[src/rtl/ltl_mon_pkg.sv]
// Shared types for the LTL monitor session sequencer: FSM states, event record, sample latency.
package ltl_mon_pkg;

  localparam int LTL_MON_NUM_REPORTS = 4;
  localparam int LTL_MON_CNT_W       = 32;
  localparam int LTL_MON_SAMPLE_LAT  = 1;

  typedef enum logic [2:0] {
    ST_IDLE  = 3'd0,
    ST_FLUSH = 3'd1,
    ST_RUN   = 3'd2,
    ST_DRAIN = 3'd3,
    ST_FIN   = 3'd4
  } ltl_mon_state_e;

  typedef struct packed {
    logic [LTL_MON_NUM_REPORTS-1:0] mask;
    logic [LTL_MON_CNT_W-1:0]       index;
  } ltl_mon_evt_t;

endpackage

[src/rtl/ltl_mon_evt_fifo.sv]
// Small synchronous FIFO of report events; head data reads as zero while empty.
module ltl_mon_evt_fifo
  import ltl_mon_pkg::*;
#(
  parameter int DEPTH = 4
) (
  input  logic                     clk,
  input  logic                     reset,
  input  logic                     push,
  input  ltl_mon_evt_t             push_data,
  input  logic                     pop,
  output ltl_mon_evt_t             pop_data,
  output logic                     full,
  output logic                     empty,
  output logic [$clog2(DEPTH):0]   free_cnt
);

  localparam int AW = $clog2(DEPTH);
  localparam int CW = AW + 1;

  ltl_mon_evt_t   mem [DEPTH];
  logic [AW-1:0]  wr_ptr_reg;
  logic [AW-1:0]  rd_ptr_reg;
  logic [CW-1:0]  count_reg;
  logic           do_push;
  logic           do_pop;

  assign full     = (count_reg == CW'(DEPTH));
  assign empty    = (count_reg == '0);
  assign free_cnt = CW'(DEPTH) - count_reg;
  // A full FIFO may still accept a push when the head leaves in the same cycle.
  assign do_pop   = pop & ~empty;
  assign do_push  = push & (~full | do_pop);
  assign pop_data = empty ? '0 : mem[rd_ptr_reg];

  always_ff @(posedge clk) begin
    if (do_push) mem[wr_ptr_reg] <= push_data;
  end

  always_ff @(posedge clk or posedge reset) begin
    if (reset) begin
      wr_ptr_reg <= '0;
      rd_ptr_reg <= '0;
      count_reg  <= '0;
    end else begin
      if (do_push) wr_ptr_reg <= wr_ptr_reg + AW'(1);
      if (do_pop)  rd_ptr_reg <= rd_ptr_reg + AW'(1);
      case ({do_push, do_pop})
        2'b10:   count_reg <= count_reg + CW'(1);
        2'b01:   count_reg <= count_reg - CW'(1);
        default: count_reg <= count_reg;
      endcase
    end
  end

endmodule

[src/rtl/ltl_monitor_seq.sv]
// Session sequencer for one LTL automaton cluster: run/reset control, report sampling, event FIFO.
// Optional first-hit capture ports exist when LTL_MON_FIRST_HIT_EN is defined.
module ltl_monitor_seq
  import ltl_mon_pkg::*;
#(
  parameter int NUM_REPORTS  = LTL_MON_NUM_REPORTS,
  parameter int CNT_W        = LTL_MON_CNT_W,
  parameter int FLUSH_CYCLES = 2,
  parameter int EVT_DEPTH    = 4
) (
  input  logic                   clk,
  input  logic                   reset,
  input  logic                   start,
  input  logic                   abort,
  input  logic                   sym_valid,
  input  logic [7:0]             sym_data,
  input  logic                   sym_last,
  output logic                   sym_ready,
  output logic                   auto_run,
  output logic                   auto_reset,
  output logic [7:0]             auto_symbols,
  input  logic [NUM_REPORTS-1:0] auto_reports,
  output logic                   evt_valid,
  input  logic                   evt_ready,
  output logic [NUM_REPORTS-1:0] evt_mask,
  output logic [CNT_W-1:0]       evt_index,
  output logic [NUM_REPORTS-1:0] sticky_reports,
`ifdef LTL_MON_FIRST_HIT_EN
  output logic                   first_hit_vld,
  output logic [CNT_W-1:0]       first_hit_idx,
`endif
  output logic                   busy,
  output logic                   done
);

  localparam int FW     = $clog2(FLUSH_CYCLES + 1);
  localparam int FREE_W = $clog2(EVT_DEPTH) + 1;
  localparam int LAT    = LTL_MON_SAMPLE_LAT;
  localparam logic [FW-1:0] FLUSH_LAST = FW'(FLUSH_CYCLES);

  ltl_mon_state_e         state_reg, state_next;
  logic [CNT_W-1:0]       idx_reg;
  logic [FW-1:0]          flush_cnt_reg;
  logic [NUM_REPORTS-1:0] sticky_reg;
  logic                   pend_reg     [LAT];
  logic [CNT_W-1:0]       pend_idx_reg [LAT];

  logic                   flush_done, room, ready_c, beat, start_ok, sample_hit;
  logic                   push, pop, full, empty;
  logic [FREE_W-1:0]      free_cnt;
  ltl_mon_evt_t           push_data, pop_data;

  assign flush_done = (flush_cnt_reg == FLUSH_LAST);
  // Two free slots: one for the sample still in flight, one for this beat's own sample.
  assign room       = (free_cnt >= FREE_W'(2));
  assign start_ok   = (state_reg == ST_IDLE) & start & ~abort;
  assign beat       = sym_valid & ready_c;
  assign sample_hit = pend_reg[LAT-1] & (|auto_reports);

  always_comb begin
    ready_c = 1'b0;
    case (state_reg)
      ST_FLUSH: ready_c = flush_done & room & ~abort;
      ST_RUN:   ready_c = room & ~abort;
      default:  ready_c = 1'b0;
    endcase
  end

  always_comb begin
    state_next = state_reg;
    case (state_reg)
      ST_IDLE:  if (start_ok) state_next = ST_FLUSH;
      ST_FLUSH: if (abort) state_next = ST_FIN;
                else if (beat) state_next = sym_last ? ST_DRAIN : ST_RUN;
      ST_RUN:   if (abort) state_next = ST_FIN;
                else if (beat && sym_last) state_next = ST_DRAIN;
      ST_DRAIN: state_next = ST_FIN;
      ST_FIN:   state_next = ST_IDLE;
      default:  state_next = ST_IDLE;
    endcase
  end

  always_ff @(posedge clk or posedge reset) begin
    if (reset) begin
      state_reg     <= ST_IDLE;
      idx_reg       <= '0;
      flush_cnt_reg <= '0;
      sticky_reg    <= '0;
    end else begin
      state_reg <= state_next;
      if (start_ok) begin
        idx_reg       <= '0;
        flush_cnt_reg <= '0;
        sticky_reg    <= '0;
      end else begin
        if (state_reg == ST_FLUSH && !flush_done) flush_cnt_reg <= flush_cnt_reg + FW'(1);
        if (beat && idx_reg != '1) idx_reg <= idx_reg + CNT_W'(1);
        if (sample_hit) sticky_reg <= sticky_reg | auto_reports;
      end
    end
  end

  // Sample pipeline: the automaton's registered reports line up LAT cycles after the beat.
  always_ff @(posedge clk or posedge reset) begin
    if (reset) begin
      pend_reg[0]     <= 1'b0;
      pend_idx_reg[0] <= '0;
    end else begin
      pend_reg[0]     <= beat;
      pend_idx_reg[0] <= idx_reg;
    end
  end

  genvar gi;
  for (gi = 1; gi < LAT; gi++) begin : g_lat
    always_ff @(posedge clk or posedge reset) begin
      if (reset) begin
        pend_reg[gi]     <= 1'b0;
        pend_idx_reg[gi] <= '0;
      end else begin
        pend_reg[gi]     <= pend_reg[gi-1];
        pend_idx_reg[gi] <= pend_idx_reg[gi-1];
      end
    end
  end

`ifdef LTL_MON_FIRST_HIT_EN
  logic             fh_vld_reg;
  logic [CNT_W-1:0] fh_idx_reg;

  always_ff @(posedge clk or posedge reset) begin
    if (reset) begin
      fh_vld_reg <= 1'b0;
      fh_idx_reg <= '0;
    end else if (start_ok) begin
      fh_vld_reg <= 1'b0;
      fh_idx_reg <= '0;
    end else if (sample_hit && !fh_vld_reg) begin
      fh_vld_reg <= 1'b1;
      fh_idx_reg <= pend_idx_reg[LAT-1];
    end
  end

  assign first_hit_vld = fh_vld_reg;
  assign first_hit_idx = fh_idx_reg;
`endif

  always_comb begin
    push_data       = '0;
    push_data.mask  = auto_reports;
    push_data.index = pend_idx_reg[LAT-1];
  end

  assign push = sample_hit;
  assign pop  = evt_ready & ~empty;

  ltl_mon_evt_fifo #(.DEPTH(EVT_DEPTH)) u_evt_fifo (
    .clk       (clk),
    .reset     (reset),
    .push      (push),
    .push_data (push_data),
    .pop       (pop),
    .pop_data  (pop_data),
    .full      (full),
    .empty     (empty),
    .free_cnt  (free_cnt)
  );

  always_ff @(posedge clk) begin
    if (!reset) assert (!(push && full && !pop));
  end

  assign sym_ready      = ready_c;
  assign auto_run       = beat;
  assign auto_symbols   = sym_data;
  // During FLUSH the automaton leaves reset exactly on the first accepted beat.
  assign auto_reset     = (state_reg == ST_IDLE) | (state_reg == ST_FIN) |
                          ((state_reg == ST_FLUSH) & ~beat);
  assign evt_valid      = ~empty;
  assign evt_mask       = pop_data.mask;
  assign evt_index      = pop_data.index;
  assign sticky_reports = sticky_reg;
  assign busy           = (state_reg != ST_IDLE);
  assign done           = (state_reg == ST_FIN);

endmodule

[config.mk]
export PLATFORM = sky130hd
export DESIGN_NAME = ltl_monitor_seq
export DESIGN_NICKNAME = d
export VERILOG_FILES = /design/src/rtl/ltl_mon_pkg.sv /design/src/rtl/ltl_mon_evt_fifo.sv /design/src/rtl/ltl_monitor_seq.sv
export SDC_FILE = /design/constraint.sdc
export NUM_CORES = 1
export LEC_CHECK = 0
export BUFFER_PORTS_ARGS = -buffer_cell sky130_fd_sc_hd__buf_4
export CAP_MARGIN = 15
export CORE_ASPECT_RATIO = 0.7
export CORE_UTILIZATION = 49
export CTS_BUF_LIST = sky130_fd_sc_hd__clkbuf_16
export DETAILED_ROUTE_END_ITERATION = 10
export GPL_TIMING_DRIVEN = 0
export PLACE_DENSITY = 0.76
export RECOVER_POWER = 50
export SLEW_MARGIN = 10
export SYNTH_ARGS = -nofsm -noshare
export SYNTH_HDL_FRONTEND = slang
export SYNTH_HIERARCHICAL = 1
export SYNTH_SLANG_ARGS = --single-unit
[constraint.sdc]
create_clock -name clk -period 2.8 [get_ports clk]
set_input_delay 0.14 -clock clk [delete_from_list [all_inputs] [get_ports clk]]
set_output_delay 0.14 -clock clk [all_outputs]
set_load 0.005 [all_outputs]
==> impl_metrics.py <==
metrics = {
    "die": {
        "die_y_um": 116,
        "dieArea_um2": 19200,
        "fp.dieW_um": 165,
        "design.core.area_um2": 18100,
        "core.rowCount": 41,
        "initial_utilization_pct": 50.4,
        "ioPinCount": 73,
    },
    "global_route": {
        "grt_pass1_vias": 5226,
        "grt_overflow_total": 0,
        "grt_max_degree": 45,
        "grt_antenna_before_repair": 0,
        "grt_pass1_wl_um": 27900,
        "track_usage_pct": 19.2,
    },
    "detailed_routing": {
        "viasPerCell": 5.80,
        "drt_iter0_markers": 465,
        "drc_errors": 0,
        "drtAntennaViolNets": 0,
        "first_pass_iters": 5,
        "num_vias": 5322,
        "wl_um": 18700,
        "wire_per_inst_um": 20.4,
    },
    "sta": {
        "clock_skew_ps": 20.2,
        "setup_violations": 0,
        "worstMarginPinSlew_ps": 1310,
        "maxSlewHeadroom_pct": 12.3,
        "hold_viol": 0,
        "rsz0062_at_grt": "false",
        "fmax_mhz": 376,
        "maxSlewViolCount": 0,
        "min_period_ps": 2660,
        "finalCritPeriodShare_pct": 94.9,
    },
    "yosys": {
        "avgSynthCellArea_um2": 16.0,
        "yosysWarnings": 6,
        "synthesis.nets": 599,
        "syn_inst": 570,
        "synthesis.area_um2": 9130,
    },
    "clock_tree": {
        "max-clock-path-buffers": 3,
        "clkSinkCount": 225,
        "cts-root-buf": "clkbuf_16",
        "clk_pin_slew_ps": 60,
        "cts_buffers": 21,
        "insertion_delay_ps": 500,
        "htreeDepth": 1,
        "cts_tree": "yes",
    },
    "setup_path": {
        "end_kind": "primary output",
        "cp-start-kind": "flop",
        "path_class": "flop to primary output",
        "cp_data_arrival_time_ps": 2520,
        "worst-endpoint-required_ps": 2660,
        "path_max_fanout": 14,
    },
    "final_layout": {
        "drive_gt1_share_pct": 24.3,
        "nNetsFinal": 697,
        "final_cells": 918,
        "utilization_pct": 58.9,
        "antennaDiodeCount": 0,
        "largest_register_ffs": 144,
        "area.growth.synth_to_final_pct": 16.8,
        "final_area_um2": 10700,
    },
    "worst_hold_path": {
        "hold_path.class": "input pin to flop",
    },
    "placement": {
        "dp_hpwl_um": 11000,
        "dpl.cell_count": 871,
        "gp_congestion": 0.901,
        "post_dp_cell_area_um2": 9940,
        "io_buffer_count": 64,
    },
    "power_and_ir_drop": {
        "peakVddDrop_mv": 0.436,
        "power_density_nw_per_um2": 792,
        "p_leak_nw": 4.30,
    },
    "status": {
        "status": "completed",
    },
    "run": {
        "drv_cap": 0,
    },
}
-- metal layers --
| metal | share of wire [%] | GRT usage (%) | wire [um] | up-vias |
|---|---|---|---|---|
| li1 | - | - | - | 2380 |
| met1 | 46 | 28.0 | 8570 | 2677 |
| met2 | 46 | 30.6 | 8530 | 226 |
| met3 | 6.8 | 3.37 | 1260 | 39 |
| met4 | 1.9 | 4.28 | 359 | 0 |
| met5 | 0 | 0 | 0 | - |
-- final timing paths --
| check | start | end | slack, ps | cells after the start |
|---|---|---|---|---|
| setup / recovery | u_evt_fifo/count_reg[0] | auto_reset | 140 | 10 |
| hold / removal | sym_valid | pend_reg | 40 | 3 |
| setup reg to reg | u_evt_fifo/count_reg[0] | u_evt_fifo/mem[3][3] | 180 | 8 |
| hold reg to reg | idx_reg[31] | pend_idx_reg[31] | 440 | 0 |
| max in group asynchronous | reset | pend_reg | 670 | 4 |
| min in group asynchronous | reset | u_evt_fifo/count_reg[0] | 140 | 3 |
-- stage by stage --
stage               setup WS, ps  setup TNS, ps  total power [mW]  hold slack, ps
finish                       142              0              8.44            44.6
global placement            -164         -26580              5.75            95.4
CTS                         -301         -30430              8.49             128
global route                11.2              0              8.83            46.0
floorplan                    360              0              5.01           -56.6
detailed placement          -295         -36430              5.80             138
-- critical path, cell delays in order (launching register included) --
cell and delay, ps:
dfrtp_1 330, inv_1 90, ha_1 240, ha_1 270
inv_1 30, or2_2 330, o2111ai_4 170, inv_4 150
o21a_1 190, nor2_1 90, buf_4 120
-- cell usage in the layout (no fill, tap or decap), types with 7 or more instances in the layout --
cell / count
and3_1: 9
dlygate4sd3_1: 7
dfrtp_1: 81
a21oi_1: 26
or4_1: 7
clkbuf_16: 21
nor2b_1: 39
buf_4: 60
nand4_1: 10
nand3_1: 16
o31ai_1: 10
o21ai_0: 12
nor2_1: 16
clkbuf_1: 13
clkbuf_4: 8
edfxtp_1: 144
mux2i_1: 9
mux4_2: 36
and2_4: 8
inv_1: 21
ha_1: 9
or3_1: 12
nand2_1: 24
-- cell type report --
class,instances,area [um^2]
Fill cell,1325,7440
Sequential cell,225,6350
Multi-Input combinational cell,303,2590
Timing Repair Buffer,72,537
Clock buffer,21,526
Tap cell,236,295
Buffer,30,188
Clock inverter,16,116
Inverter,15,60.1
-- power breakdown --
part	switching, mW	internal (mW)	leakage, nW
logic	0.963	1.14	1.36
clock network	1.14	1.54	0.346
registers	0.0542	3.60	2.60
total	2.16	6.28	4.30
-- what timing repair did --
item                                    4_1_cts  5_1_grt
gates resized for setup                       3       15
hold endpoints to repair                     60        0
hold buffers                                  7        0
buffers inserted                              0        0
cloned                                        0        4
endpoints found under the setup margin      165      157
pin swaps                                     0        4
Power figures use the tool's default switching activity.
